## config.mk

```make
export PLATFORM = sky130hd
export DESIGN_NAME = mem_arbiter_adapter
export DESIGN_NICKNAME = d
export VERILOG_FILES = /design/src/rtl/mem_arbiter_adapter.sv
export SDC_FILE = /design/constraint.sdc
export NUM_CORES = 1
export LEC_CHECK = 0
export CORE_MARGIN = 2
export CORE_UTILIZATION = 50
export DETAILED_ROUTE_END_ITERATION = 10
export PLACE_DENSITY = 0.78
export SLEW_MARGIN = 0
export SYNTH_ARGS = -nofsm -noshare
export SYNTH_HDL_FRONTEND = slang
export SYNTH_SLANG_ARGS = --single-unit
```

## constraint.sdc

```tcl
create_clock -name clk_in -period 6.4 [get_ports clk_in]
set_clock_uncertainty 0.15 [all_clocks]
set_input_delay 1.28 -clock clk_in [delete_from_list [all_inputs] [get_ports clk_in]]
set_output_delay 1.28 -clock clk_in [all_outputs]
set_load 0.02 [all_outputs]
```

## src/rtl/mem_arbiter_adapter.sv

```systemverilog
// Byte-serial memory adapter: round-robin arbitration of N_PORTS requesters onto one 8-bit RAM/IO bus,
// with flush abort of reads, IO write throttling and a global rdy_in freeze.
module mem_arbiter_adapter #(
  parameter int                 N_PORTS    = 2,
  parameter logic [N_PORTS-1:0] FLUSH_MASK = {N_PORTS{1'b1}},
  parameter int                 IO_GAP     = 1
) (
  input  logic                  clk_in,
  input  logic                  rst_in,
  input  logic                  rdy_in,
  input  logic                  flush_pipline,
  input  logic [7:0]            mem_din,
  output logic [7:0]            mem_dout,
  output logic [31:0]           mem_a,
  output logic                  mem_wr,
  input  logic                  io_buffer_full,
  input  logic [N_PORTS-1:0]    req_in,
  input  logic [N_PORTS-1:0]    rw_in,
  input  logic [2*N_PORTS-1:0]  size_in,
  input  logic [N_PORTS-1:0]    sext_in,
  input  logic [32*N_PORTS-1:0] addr_in,
  input  logic [32*N_PORTS-1:0] wdata_in,
  output logic [N_PORTS-1:0]    accepted_out,
  output logic [N_PORTS-1:0]    done_out,
  output logic [31:0]           rdata_out
);

  typedef enum logic [1:0] {IDLE = 2'd0, READ = 2'd1, WRITE = 2'd2, IOWAIT = 2'd3} state_t;

  function automatic logic [N_PORTS-1:0] onehot(input logic [1:0] idx);
    logic [3:0] v;
    v = 4'b0001 << idx;
    return v[N_PORTS-1:0];
  endfunction

  function automatic logic [1:0] last_idx(input logic [1:0] sz);
    logic [1:0] r;
    case (sz)
      2'b00:   r = 2'd0;
      2'b01:   r = 2'd1;
      default: r = 2'd3;
    endcase
    return r;
  endfunction

  function automatic logic [31:0] extend(input logic [31:0] d, input logic [1:0] last, input logic sx);
    logic [31:0] r;
    case (last)
      2'd0:    r = {{24{sx & d[7]}}, d[7:0]};
      2'd1:    r = {{16{sx & d[15]}}, d[15:0]};
      default: r = d;
    endcase
    return r;
  endfunction

  state_t      state_r;
  logic [1:0]  rr_r, own_r, last_r, idx_r;
  logic [2:0]  cnt_r;
  logic [31:0] base_r, wdata_r, data_r;
  logic        sext_r, mem_wr_r;
  logic [7:0]  cool_r;

  logic [N_PORTS-1:0] eligible_s;
  logic [3:0]   elig4_s, rw4_s, sext4_s, flush4_s;
  logic [7:0]   size8_s;
  logic [127:0] addr128_s, wdata128_s;
  logic         grant_valid_s, g_rw_s, g_sext_s, own_flush_s;
  logic [1:0]   grant_idx_s, g_size_s;
  logic [31:0]  g_addr_s, g_wdata_s;
  logic         io_on_bus_s, io_ok_s, launch_block_s;
  logic [1:0]   launch_idx_s;
  logic [31:0]  launch_base_s, launch_word_s, launch_addr_s;
  logic [7:0]   launch_byte_s;
  logic [1:0]   rd_byte_s;
  logic         rd_cap_s, rd_last_s, rd_issue_s;
  logic [31:0]  rd_addr_s, data_next_s;

  assign mem_wr = mem_wr_r & rdy_in;

  // Round-robin pick: first eligible port strictly after the last grant, wrapping.
  always_comb begin
    eligible_s    = req_in & ~(flush_pipline ? FLUSH_MASK : {N_PORTS{1'b0}});
    elig4_s       = 4'(eligible_s);
    grant_valid_s = 1'b0;
    grant_idx_s   = 2'd0;
    for (int i = 1; i <= N_PORTS; i++) begin
      if (!grant_valid_s && elig4_s[2'((int'(rr_r) + i) % N_PORTS)]) begin
        grant_valid_s = 1'b1;
        grant_idx_s   = 2'((int'(rr_r) + i) % N_PORTS);
      end else begin
        grant_valid_s = grant_valid_s;
      end
    end
  end

  // Request fields of the granted port and flushability of the current owner.
  always_comb begin
    rw4_s       = 4'(rw_in);
    sext4_s     = 4'(sext_in);
    flush4_s    = 4'(FLUSH_MASK);
    size8_s     = 8'(size_in);
    addr128_s   = 128'(addr_in);
    wdata128_s  = 128'(wdata_in);
    g_rw_s      = rw4_s[grant_idx_s];
    g_sext_s    = sext4_s[grant_idx_s];
    g_size_s    = size8_s[{grant_idx_s, 1'b0} +: 2];
    g_addr_s    = addr128_s[{grant_idx_s, 5'b00000} +: 32];
    g_wdata_s   = wdata128_s[{grant_idx_s, 5'b00000} +: 32];
    own_flush_s = flush4_s[own_r];
  end

  // Next write byte to launch and whether the IO throttle holds it back.
  always_comb begin
    io_on_bus_s   = mem_wr_r && (mem_a[17:16] == 2'b11);
    io_ok_s       = (IO_GAP == 0) || (!io_on_bus_s && (cool_r <= 8'd1));
    launch_idx_s  = 2'd0;
    launch_base_s = g_addr_s;
    launch_word_s = g_wdata_s;
    if (state_r == WRITE) begin
      launch_idx_s  = idx_r + 2'd1;
      launch_base_s = base_r;
      launch_word_s = wdata_r;
    end else if (state_r == IOWAIT) begin
      launch_idx_s  = idx_r;
      launch_base_s = base_r;
      launch_word_s = wdata_r;
    end else begin
      launch_idx_s  = 2'd0;
    end
    launch_addr_s  = launch_base_s + {30'd0, launch_idx_s};
    launch_byte_s  = launch_word_s[{launch_idx_s, 3'b000} +: 8];
    launch_block_s = (launch_addr_s[17:16] == 2'b11) && (io_buffer_full || !io_ok_s);
  end

  // Read pipeline: cnt_r is the cycle number since the grant; data lags its address by one cycle.
  always_comb begin
    rd_issue_s  = (cnt_r <= {1'b0, last_r});
    rd_addr_s   = base_r + {29'd0, cnt_r};
    rd_cap_s    = (cnt_r >= 3'd2);
    rd_byte_s   = 2'(cnt_r - 3'd2);
    rd_last_s   = rd_cap_s && (rd_byte_s == last_r);
    data_next_s = data_r;
    data_next_s[{rd_byte_s, 3'b000} +: 8] = mem_din;
  end

  // Main sequencer; rdy_in low freezes every register.
  always_ff @(posedge clk_in) begin
    if (!rst_in) begin
      state_r      <= IDLE;
      rr_r         <= 2'(N_PORTS - 1);
      own_r        <= 2'd0;
      last_r       <= 2'd0;
      idx_r        <= 2'd0;
      cnt_r        <= 3'd0;
      base_r       <= 32'd0;
      wdata_r      <= 32'd0;
      data_r       <= 32'd0;
      sext_r       <= 1'b0;
      mem_wr_r     <= 1'b0;
      cool_r       <= 8'd0;
      mem_a        <= 32'd0;
      mem_dout     <= 8'd0;
      accepted_out <= {N_PORTS{1'b0}};
      done_out     <= {N_PORTS{1'b0}};
      rdata_out    <= 32'd0;
    end else if (rdy_in) begin
      accepted_out <= {N_PORTS{1'b0}};
      done_out     <= {N_PORTS{1'b0}};
      if (io_on_bus_s) begin
        cool_r <= 8'(IO_GAP);
      end else if (cool_r != 8'd0) begin
        cool_r <= cool_r - 8'd1;
      end else begin
        cool_r <= cool_r;
      end
      case (state_r)
        IDLE: begin
          mem_wr_r <= 1'b0;
          if (grant_valid_s) begin
            accepted_out <= onehot(grant_idx_s);
            rr_r         <= grant_idx_s;
            own_r        <= grant_idx_s;
            base_r       <= g_addr_s;
            wdata_r      <= g_wdata_s;
            last_r       <= last_idx(g_size_s);
            sext_r       <= g_sext_s;
            data_r       <= 32'd0;
            idx_r        <= 2'd0;
            mem_a        <= g_addr_s;
            if (!g_rw_s) begin
              state_r <= READ;
              cnt_r   <= 3'd1;
            end else if (launch_block_s) begin
              state_r <= IOWAIT;
            end else begin
              state_r  <= WRITE;
              mem_wr_r <= 1'b1;
              mem_dout <= launch_byte_s;
            end
          end
        end
        READ: begin
          if (flush_pipline && own_flush_s) begin
            state_r  <= IDLE;
            mem_wr_r <= 1'b0;
          end else begin
            cnt_r <= cnt_r + 3'd1;
            if (rd_issue_s) begin
              mem_a <= rd_addr_s;
            end
            if (rd_cap_s) begin
              data_r <= data_next_s;
            end
            if (rd_last_s) begin
              rdata_out <= extend(data_next_s, last_r, sext_r);
              done_out  <= onehot(own_r);
              state_r   <= IDLE;
            end
          end
        end
        WRITE: begin
          if (idx_r == last_r) begin
            mem_wr_r <= 1'b0;
            done_out <= onehot(own_r);
            state_r  <= IDLE;
          end else if (launch_block_s) begin
            mem_wr_r <= 1'b0;
            idx_r    <= launch_idx_s;
            state_r  <= IOWAIT;
          end else begin
            mem_wr_r <= 1'b1;
            idx_r    <= launch_idx_s;
            mem_a    <= launch_addr_s;
            mem_dout <= launch_byte_s;
          end
        end
        IOWAIT: begin
          if (!launch_block_s) begin
            mem_wr_r <= 1'b1;
            mem_a    <= launch_addr_s;
            mem_dout <= launch_byte_s;
            state_r  <= WRITE;
          end else begin
            mem_wr_r <= 1'b0;
          end
        end
        default: begin
          state_r  <= IDLE;
          mem_wr_r <= 1'b0;
        end
      endcase
    end
  end

endmodule

```

==> results.md, run 1 <==
- Critical path class: input port to register
- Synthesized area per cell: between 7 and 8 sq um
- Met2 demand-to-capacity share in global routing: 0.462
- Area of the mapped netlist: between 10000 and 15000 sq um
- IO Count: 228
- Clock latency at the later pin of the worst-skew pair: 0.45 ns
- Total chip power: 3.39 mW
- Startpoint of the most critical setup path: flush_pipline
- Post-synthesis sequential element count: 193
- Clock edge transition at the registers on the reported setup and hold paths: approximately 0.09 ns
- Met3 Usage GRT: 0.0629
- TritonCTS Sinks: just under 200
- Maximum clock rate: 178 MHz
- Total negative slack for setup checks: 0 ns
- Total via count in the routed design: 11300
- GRT Resource Usage Total: 0.288
- DRC viols: 0
- Layout Nets: 1753
- CTS resizes: 0
- Count of final max-slew check failures: 0
- Total area of sequential cells: 3860 sq um
- Share of synthesized area occupied by flip-flops and latches: 0.346
- Area used by multi-input combinational logic: 6710 sq um
- Final HPWL from detailed placement: 24.6 mm
- Critical-path cell list: clkdlybuf4s50_1, nand2b_1, nor2_4, mux2i_1, o21ai_0, ha_1, fa_1, and2_1, and3_1, and3_4, o211ai_2, a21oi_4, a21oi_2, buf_4, o211ai_1, a21oi_1
- Nature of the critical path startpoint: input port
- Register share of total power: 0.408
- Net switching power: 1.17 mW
- Internal power summed over all cells: 2.23 mW
- Critical Path End Type: register
- Area overhead of the layout relative to synthesis: 25.9%
- Synth Instances: ~1400
- Number of global-route vias before repair: between 10000 and 15000
- Total of hold buffers inserted after clock tree synthesis: 0
- Final Wtd Congestion: 0.963
- Reg-to-Reg Start: state_r[0]$_SDFFE_PN0P_
- Delay of the slowest critical-path stage: 0.60 ns
- Time the final worst path needs with I/O delays and setup: 5.62 ns
- First-pass detailed-route iteration total: 6
- Post-DRT Antenna Nets: 0
- Biggest fanout along the worst timing path: 18
- Register-to-register setup slack: roughly 1.5 ns
- Share of async-settable or async-resettable flops after synthesis: 0
- Global-route congestion overflow total: 0
- Power density relative to cell area: 241 nW/um^2
- Most used routing layer in global routing: met2
- Worst setup slack after placement: 0.376 ns
- Switching part of the total power: 0.344
- Data arrival time of the critical path: between 5 and 6 ns
- Combinational power share: 0.264
- Max-cap violations: 0
- Most frequently used flop master after synthesis: dfxtp_1
- Hold path start: mem_a[27]$_SDFFE_PN0P_
- TritonCTS clock tree: built
- Clock Tree Buf Depth: 2
- Leak pwr: 5.11 nW
- Horizontal extent of the die: 153 microns
- Ratio of routed vias to standard cells: 6.05
- Avg WL per Cell: 18.5 microns
- Global-route track usage on met1: 0.384
- Count of filler cells inserted in the layout: ~2000
- Number of CTS-inserted buffers: 17
- Final Hold Violating Endpoints: 0
- I/O Buffers: 227
- Initial DRC Count: 801
- Destination of the critical timing path: mem_a[8]$_SDFFE_PN0P_
- Clock tree root buffer cell: clkbuf_16
- Number of distinct library cells after synthesis: 83
- Reg2Reg Depth: 15
- Final-report setup violation count: 0
- Required time at the worst-slack endpoint: 6.62 ns
- Share of cells above drive strength 1: 0.0684
- Die Ht: 153 microns
- Ys Warns: 0
- Peak VDD IR: 0.143 mV
- Setup Buffers After CTS: 0
- Min-Delay Path Class: register to register
- Largest net degree at the start of global routing: 90
- Core Area: 21900 sq um
- Number of levels the H-tree was split into: 4
- Final worst slack: between 0.7 and 0.8 ns
- Relative max-transition margin: 0.245
- Die outline area: ~24000 sq um
- Share of the cycle needed by the critical path after routing: 0.877
- Result of the run: finished, final reports clean
- Post-synth EDFFs: 0
- Initial standard-cell utilization of the core: 0.510
- Pin slew with the least headroom to its limit: between 1 and 1.5 ns
- Number of antenna violations at the first check in global routing: 0
- Critical register-to-register path endpoint: mem_a[8]$_SDFFE_PN0P_
- Setup repair after global routing missed its margin: no
- Wire length of the first global-routing pass: 55.1 mm
- Num rows: 54
- DRT Wirelength: 34.6 mm
- Clock network fraction of design power: 0.327
- Slowest cell on the critical path: a21oi_2
- Post-synthesis net count: about 1600
## Yosys cell counts (all sizes together) (9+ instances only)
| library cell | number | area share |
|---|---|---|
| nand4 | 26 | 0.015 |
| xnor2 | 17 | 0.013 |
| a31oi | 12 | 0.0067 |
| nor2b | 34 | 0.019 |
| and3 | 22 | 0.013 |
| a22oi | 9 | 0.0061 |
| dfxtp | 193 | 0.35 |
| xor2 | 14 | 0.011 |
| nand3 | 41 | 0.018 |
| nand2 | 177 | 0.060 |
| o21ai | 44 | 0.020 |
| nor3 | 61 | 0.028 |
| ha | 20 | 0.022 |
| clkbuf | 98 | 0.033 |
| a311oi | 24 | 0.019 |
| nor2 | 193 | 0.065 |
| a221oi | 12 | 0.010 |
| a21oi | 124 | 0.057 |
| o221a | 23 | 0.023 |
| a211oi | 58 | 0.039 |
| inv | 24 | 0.0081 |
| o211ai | 13 | 0.0092 |
| mux2i | 49 | 0.044 |
| buf | 26 | 0.013 |
## critical path, delay by kind of cell
family | cells | cell delay, ns
simple gates | 5 | 1.32
mux | 1 | 0.30
compound gates | 6 | 1.35
buf+inv | 2 | 0.89
fa+ha+maj | 2 | 0.67
## metal layers
metal  part of all wire  wire length, microns
met4              0.029                  1010
met3              0.092                  3170
met1               0.43                 14700
met2               0.45                 15700
met5                  0                     0
## worst min path at each step
| stage | endpoint | slack [ns] | depth (start not counted) |
|---|---|---|---|
| 2_1_floorplan | data_r[0]$_SDFFE_PN0P_ | 0.30 | 2 |
| 3_3_place_gp | mem_a[27]$_SDFFE_PN0P_ | 0.29 | 2 |
| 3_5_place_dp | mem_a[27]$_SDFFE_PN0P_ | 0.30 | 2 |
| 4_1_cts | mem_a[4]$_SDFFE_PN0P_ | 0.32 | 2 |
| 5_1_grt | mem_a[13]$_SDFFE_PN0P_ | 0.33 | 2 |
| 6_report | mem_a[27]$_SDFFE_PN0P_ | 0.31 | 2 |
## per-stage QoR
step | cell area [sq um] | hold slack [ns] | cells | utilization
final | 14100 | 0.314 | 1874 | 0.642
after global routing | 14100 | 0.332 | 1873 | 0.642
after CTS | 14100 | 0.315 | 1873 | 0.642
after detailed placement | 13400 | 0.304 | 1841 | 0.614
after global placement | 13400 | 0.293 | 1841 | 0.614
after floorplan | 11200 | 0.299 | 1439 | -
## power groups by stage
stage | Sequential (mW) | Combinational, mW | Clock (mW)
after floorplan | 1.41 | 0.559 | 0
after global placement | 1.41 | 0.869 | 0
after detailed placement | 1.41 | 0.886 | 0
after CTS | 1.38 | 0.890 | 1.12
after global routing | 1.40 | 0.984 | 1.17
final | 1.39 | 0.897 | 1.11
## cell families after synthesis
family,count (synthesis),share of synthesized area
xor+xnor,31,0.0243
flops,193,0.346
buf+inv,149,0.0546
compound gates,389,0.245
fa+ha+maj,22,0.0260
simple gates,596,0.245
mux,59,0.0591
## cells in the final DEF, fill, tap and decap left out, types with 6 or more instances in the layout
cell and n:
a211oi_1 57, a21o_1 7, a21oi_1 122, a221oi_1 11, a22oi_1 9, a311oi_1 24, a31oi_1 12, and2_1 6
and3_1 20, buf_4 19, clkbuf_16 17, clkdlybuf4s50_1 227, dfxtp_1 193, ha_1 19, inv_1 22, mux2i_1 49
nand2_1 176, nand2b_1 8, nand3_1 41, nand4_1 26, nor2_1 191, nor2b_1 34, nor3_1 60, o211ai_1 12
o21ai_0 41, o221a_2 23, or3_1 6, xnor2_1 17, xor2_1 14
## area by class of cell
class | count | area share
clock inverter | 15 | 0.0137
sequential | 193 | 0.275
clock buffer | 17 | 0.0303
inverter | 25 | 0.00685
timing repair buffer | 246 | 0.172
multi-input combinational | 1097 | 0.478
antenna | 1 | 0.000178
tap | 280 | 0.0249
## sequential cells by signal, indices dropped and copies added (netlist names)
name          flops
base_r           32
done_out          2
mem_a            32
cnt_r             3
own_r             1
rr_r              1
mem_dout          8
mem_wr_r          1
cool_r            8
idx_r             2
last_r            2
rdata_out        32
wdata_r          32
sext_r            1
state_r           2
data_r           32
accepted_out      2
Note: power is estimated with default switching activity, not from simulation.
==> run 2, diff against run 1 <==
--- a/config.mk
+++ b/config.mk
@@ -5,7 +5,8 @@
 export SDC_FILE = /design/constraint.sdc
 export NUM_CORES = 1
 export LEC_CHECK = 0
-export CORE_MARGIN = 2
+export ABC_CLOCK_PERIOD_IN_PS = 6400
+export CORE_MARGIN = 1.5
 export CORE_UTILIZATION = 50
 export DETAILED_ROUTE_END_ITERATION = 10
 export PLACE_DENSITY = 0.78
==> results.md, run 2 (synthesis gave the netlist of run 1 again) <==
- IO Count: 228 (unchanged)
- Area used by multi-input combinational logic: 6710 sq um (unchanged)
- Clock Tree Buf Depth: 2 (unchanged)
- GRT Resource Usage Total: 0.290 (+0.00179)
- Critical path class: input port to register
- Final-report setup violation count: 0 (unchanged)
- Number of global-route vias before repair: 10600 (-0.30%)
- Total of hold buffers inserted after clock tree synthesis: 0 (unchanged)
- Clock tree root buffer cell: clkbuf_16
- Required time at the worst-slack endpoint: 6.61 ns (about the same)
- Clock latency at the later pin of the worst-skew pair: 0.45 ns (about the same)
- I/O Buffers: 227 (unchanged)
- Post-DRT Antenna Nets: 0 (unchanged)
- Finished Cell Area: 14000 sq um (-0.27%)
- First-pass detailed-route iteration total: 5 (-1)
- Maximum clock rate: 184 MHz (+3.5%)
- N_diodes: 0 (-1)
- DRT Wirelength: 34.1 mm (-1.5%)
- DRC viols: 0 (unchanged)
- Count of filler cells inserted in the layout: 1948 (-2.3%)
- Core Area: 21900 sq um (unchanged)
- Leak pwr: 5.09 nW (-0.34%)
- Critical Path End Type: register
- Final Hold Violating Endpoints: 0 (unchanged)
- Num rows: 54 (unchanged)
- Result of the run: finished, final reports clean
- Initial DRC Count: 853 (+6.5%)
- Number of CTS-inserted buffers: 17 (unchanged)
- Post-placement cell area: 13400 sq um (about the same)
- Nature of the critical path startpoint: input port
- Commonest non-fill, non-tap cell in the layout: clkdlybuf4s50_1
- Number of levels the H-tree was split into: 4 (unchanged)
- Post-Route Utilization: 0.641 (-0.00172)
- Wire length of the first global-routing pass: 54.8 mm (-0.50%)
- Power density relative to cell area: 238 nW/um^2 (-1.2%)
- Ratio of routed vias to standard cells: 6.05 (about the same)
- Setup repair after global routing missed its margin: no
- Max-cap violations: 0 (unchanged)
- Clock edge transition at the registers on the reported setup and hold paths: 0.07 ns (-0.02 ns)
- Count of final max-slew check failures: 0 (unchanged)
- Biggest fanout along the worst timing path: 26 (+8)
- Horizontal extent of the die: 152 microns (-0.65%)
- Die outline area: 23200 sq um (-1.3%)
- Share of cells above drive strength 1: 0.0672 (-0.00121)
- CTS resizes: 0 (unchanged)
- Share of the cycle needed by the critical path after routing: 0.848 (-0.0298)
- Peak VDD IR: 0.198 mV (+39%)
- Cell count after placement: 1840 (-0.054%)
- Global-route congestion overflow total: 0 (unchanged)
- Relative max-transition margin: 0.205 (-0.0409)
- Data arrival time of the critical path: 5.64 ns (-0.19 ns)
- Setup Buffers After CTS: 0 (unchanged)
- Final cell count without fillers: 1872 (-0.11%)
- Final Wtd Congestion: 0.965 (+0.19%)
- Time the final worst path needs with I/O delays and setup: 5.42 ns (-0.191 ns)
- TritonCTS clock tree: built
- Total via count in the routed design: 11300 (-0.062%)
- Largest net degree at the start of global routing: 92 (+2.2%)
- Number of antenna violations at the first check in global routing: 1 (+1)
- Total area of sequential cells: 3860 sq um (unchanged)
- Minimum hold slack: 0.309 ns (-0.00533 ns)
- TritonCTS Sinks: 193 (unchanged)
- Worst setup slack after placement: 0.624 ns (+0.248 ns)
- Min-Delay Path Class: register to register
- Pin slew with the least headroom to its limit: 1.18 ns (+0.0607 ns)
- Avg WL per Cell: 18.2 microns (-1.4%)
- Total negative slack for setup checks: 0 ns (unchanged)
- Most used cells in the layout excluding fill and tap cells: clkdlybuf4s50_1, dfxtp_1, nor2_1
- Layout Nets: 1752 (-0.057%)
- Initial standard-cell utilization of the core: 0.510 (unchanged)
- Total chip power: 3.34 mW (-1.5%)
- Final worst slack: 0.975 ns (+0.191 ns)
- Final HPWL from detailed placement: 24.4 mm (-1.1%)
- Area overhead of the layout relative to synthesis: 25.6%
- Die Ht: 152 microns (-0.65%)
[run 2: cell type report]
class / count / area share
well taps: 280 / 0.0250
multi-input cells: 1097 / 0.479
flip-flops and latches: 193 / 0.276
clock inverters: 14 / 0.0115
clock buffers: 18 / 0.0306
inverters: 25 / 0.00687
repair buffers: 245 / 0.172
[run 2: power by group]
group          internal [mW]  leakage (nW)  total, mW  switching (mW)
combinational          0.366          3.24      0.890           0.524
clock                  0.525         0.284       1.07           0.542
sequential              1.29          1.57       1.39          0.0922
[run 2: critical path, stage by stage]
cell             delay [ns]
clkdlybuf4s50_1        0.49
nand2b_1               0.32
nor2_4                 0.23
mux2i_1                0.32
o21ai_0                0.13
ha_1                   0.23
fa_1                   0.41
and2_1                 0.19
and3_1                 0.32
and3_4                 0.24
o211ai_2               0.18
a21oi_4                0.12
a21oi_2                0.39
buf_4                  0.38
o311ai_0               0.19
a21oi_1                0.17
[run 2: metal layers]
layer	wire [microns]	global-route usage
met5	12	0
met4	873	0.0962
met3	3260	0.0680
met2	15400	0.459
met1	14600	0.389
[run 2: worst paths after layout]
| path | startpoint | end | slack (ns) | cells past startpoint |
|---|---|---|---|---|
| setup / recovery | flush_pipline | mem_a[14]$_SDFFE_PN0P_ | 0.98 | 16 |
| hold / removal | mem_a[3]$_SDFFE_PN0P_ | mem_a[3]$_SDFFE_PN0P_ | 0.31 | 2 |
| setup reg to reg | state_r[0]$_SDFFE_PN0P_ | mem_a[14]$_SDFFE_PN0P_ | 1.77 | 16 |
| hold reg to reg | mem_a[3]$_SDFFE_PN0P_ | mem_a[3]$_SDFFE_PN0P_ | 0.31 | 2 |
==> run 3, diff against run 2 <==
--- a/config.mk
+++ b/config.mk
@@ -5,7 +5,7 @@
 export SDC_FILE = /design/constraint.sdc
 export NUM_CORES = 1
 export LEC_CHECK = 0
-export ABC_CLOCK_PERIOD_IN_PS = 6400
+export ABC_CLOCK_PERIOD_IN_PS = 5000
 export CORE_MARGIN = 1.5
 export CORE_UTILIZATION = 50
 export DETAILED_ROUTE_END_ITERATION = 10
==> constraint.sdc (replaced) <==
create_clock -name clk_in -period 5 [get_ports clk_in]
set_clock_uncertainty 0.15 [all_clocks]
set_input_delay 1 -clock clk_in [delete_from_list [all_inputs] [get_ports clk_in]]
set_output_delay 1 -clock clk_in [all_outputs]
set_load 0.02 [all_outputs]
==> results.md, run 3 (synthesis gave the netlist of run 1 again) <==
- Result of the run: finished, final reports clean
- Internal power summed over all cells: 2.81 mW (+29%)
- Clock edge transition at the registers on the reported setup and hold paths: 0.08 ns (about the same)
- Final Wtd Congestion: 0.914 (-5.3%)
- Maximum clock rate: between 200 and 250 MHz
- Time the final worst path needs with I/O delays and setup: 4.60 ns
- Register share of total power: 0.413 (about the same)
- GRT Resource Usage Total: 0.291 (+0.00117)
- DRC viols: 0 (unchanged)
- Total negative slack for setup checks: 0 ns (unchanged)
- Total buffers and inverters traversed by the critical path: 2 (unchanged)
- Wire length of the first global-routing pass: 55.4 mm (+0.96%)
- Relative max-transition margin: 0.232 (+0.0278)
- Setup repair after global routing missed its margin: no
- Met2 demand-to-capacity share in global routing: 0.460 (+0.00172)
- Data arrival time of the critical path: 4.82 ns (-0.82 ns)
- Most used routing layer in global routing: met2
- Num rows: 54 (unchanged)
- Final-report setup violation count: 0 (unchanged)
- CTS resizes: 0 (unchanged)
- Finished Cell Area: 14200 sq um (+1.2%)
- Met3 Usage GRT: 0.0509 (-0.0171)
- DRT Wirelength: 34.7 mm (+1.7%)
- Global-route congestion overflow total: 0 (unchanged)
- Die Ht: 152 microns (unchanged)
- Critical-path cell list: clkdlybuf4s50_1, nand2b_1, nor2_4, mux2i_1, o21ai_0, fa_1, and2_1, and3_1, nor4b_4, o211ai_2, a21oi_4, a21o_4, buf_4, nand2_1, a21oi_1
- Leak pwr: 5.19 nW (+2.0%)
- Final HPWL from detailed placement: 24.7 mm (+1.5%)
- Initial standard-cell utilization of the core: 0.510 (unchanged)
- Setup Buffers After CTS: 0 (unchanged)
- Peak VDD IR: 0.217 mV (+9.4%)
- Switching part of the total power: 0.345 (-0.00172)
- Initial DRC Count: 1125 (+32%)
- Critical Path End Type: register
- Largest net degree at the start of global routing: 79 (-14%)
- Die outline area: 23200 sq um (unchanged)
- Core Area: 21900 sq um (unchanged)
- Critical path class: input port to register
- Power density relative to cell area: 302 nW/um^2 (+27%)
- Area overhead of the layout relative to synthesis: 27.1%
- Count of final max-slew check failures: 0 (unchanged)
- Total of hold buffers inserted after clock tree synthesis: 0 (unchanged)
- Most used cells in the layout excluding fill and tap cells: clkdlybuf4s50_1, dfxtp_1, nor2_1
- Hold Path Depth: 2 (unchanged)
- Max-cap violations: 0 (unchanged)
- Clock latency at the later pin of the worst-skew pair: 0.44 ns (about the same)
- Number of CTS-inserted buffers: 17 (unchanged)
- Share of cells above drive strength 1: 0.0775 (+0.0103)
- Commonest non-fill, non-tap cell in the layout: clkdlybuf4s50_1
- Post-DRT Antenna Nets: 0 (unchanged)
- Count of filler cells inserted in the layout: 1885 (-3.2%)
- Number of antenna violations at the first check in global routing: 0 (-1)
- I/O Buffers: 227 (unchanged)
- Clock tree root buffer cell: clkbuf_16
- Top Family by Delay on Critical Path: simple AND/OR/NAND/NOR gates
- TritonCTS clock tree: built
- Clock Tree Buf Depth: 2 (unchanged)
- Number of global-route vias before repair: 10600 (+0.10%)
- Final Hold Violating Endpoints: 0 (unchanged)
- Biggest fanout along the worst timing path: 31 (+19%)
- Post-placement cell area: 13600 sq um (+1.4%)
- Clock network fraction of design power: 0.312 (-0.007)
- TritonCTS Sinks: 193 (unchanged)
- Global-route track usage on met1: 0.398 (+0.00855)
- N_diodes: 0 (unchanged)
- Total via count in the routed design: 11400 (+0.91%)
- Share of the cycle needed by the critical path after routing: 0.921
- Avg WL per Cell: 18.3 microns (+0.64%)
- IO Count: 228 (unchanged)
- Delay of the slowest critical-path stage: 0.47 ns (-0.02 ns)
- Horizontal extent of the die: 152 microns (unchanged)
- Min-Delay Path Class: register to register
- Required time at the worst-slack endpoint: 5.21 ns (-1.40 ns)
- Layout Nets: 1772 (+1.1%)
- Nature of the critical path startpoint: input port
- Net switching power: 1.48 mW (+28%)
- Reg2Reg Depth: 15 (-1)
- Number of levels the H-tree was split into: 4 (unchanged)
- WP depth: 15 (-1)
- Ratio of routed vias to standard cells: 6.04 (-0.16%)
- Pin slew with the least headroom to its limit: 1.14 ns (-0.0414 ns)
- First-pass detailed-route iteration total: 5 (unchanged)
- Slowest cell on the critical path: fa_1
- Combinational power share: 0.274 (+0.008)
run 3: cell types whose count changed in the layout (fill, tap and decap cells not counted), sizes merged:
cell,before,now
clkbuf,18,19
clkinv,8,5
buf,18,38
inv,30,32
run 3: power groups by stage:
stage / logic [mW] / clock network [mW] / registers [mW]
after floorplan: 0.716 / 0 / 1.80
after global placement: 1.14 / 0 / 1.80
after detailed placement: 1.16 / 0 / 1.80
after CTS: 1.17 / 1.36 / 1.77
after global routing: 1.28 / 1.42 / 1.79
final: 1.18 / 1.34 / 1.77
run 3: final timing paths:
kind	slack (ns)	startpoint	endpoint
worst min-delay path	0.31	mem_a[7]$_SDFFE_PN0P_	mem_a[7]$_SDFFE_PN0P_
worst max-delay path	0.40	flush_pipline	mem_a[14]$_SDFFE_PN0P_
worst max register to register	0.61	state_r[0]$_SDFFE_PN0P_	mem_a[28]$_SDFFE_PN0P_
worst min register to register	0.31	mem_a[7]$_SDFFE_PN0P_	mem_a[7]$_SDFFE_PN0P_
run 3: cell type report:
cell class	count	area, sq um	area share
Multi-Input combinational cell	1097	6710	0.473
Clock buffer	19	433	0.0305
Timing Repair Buffer	265	2590	0.183
Inverter	25	96.3	0.00679
Clock inverter	13	140	0.00987
Sequential cell	193	3860	0.272
Tap cell	280	350	0.0247
run 3: worst reg2reg max path, cell delays in order, from the launching register on:
cell      delay [ns]
dfxtp_1         0.41
inv_1           0.11
ha_1            0.28
buf_4           0.19
or2_1           0.26
buf_4           0.21
o21ai_0         0.35
fa_1            0.29
and2_1          0.20
and3_1          0.36
buf_4           0.19
nand4_1         0.35
nor4b_1         0.43
xor2_1          0.18
a222oi_1        0.08
a211oi_1        0.28
run 3: through the flow:
step	utilization	instances	hold slack [ns]	power [mW]	setup WS, ns
final	0.648	1892	0.311	4.29	0.397
after global routing	0.648	1892	0.325	4.49	0.116
after CTS	0.648	1892	0.316	4.29	0.466
after detailed placement	0.622	1860	0.306	2.97	0.000952
after global placement	0.622	1860	0.295	2.94	0.100
after floorplan	-	1439	0.299	2.52	0.134
run 3: per-layer routing:
metal	vias up	part of all wire
li1	5536	-
met1	5226	0.43
met2	587	0.45
met3	84	0.094
met4	0	0.032
met5	-	0
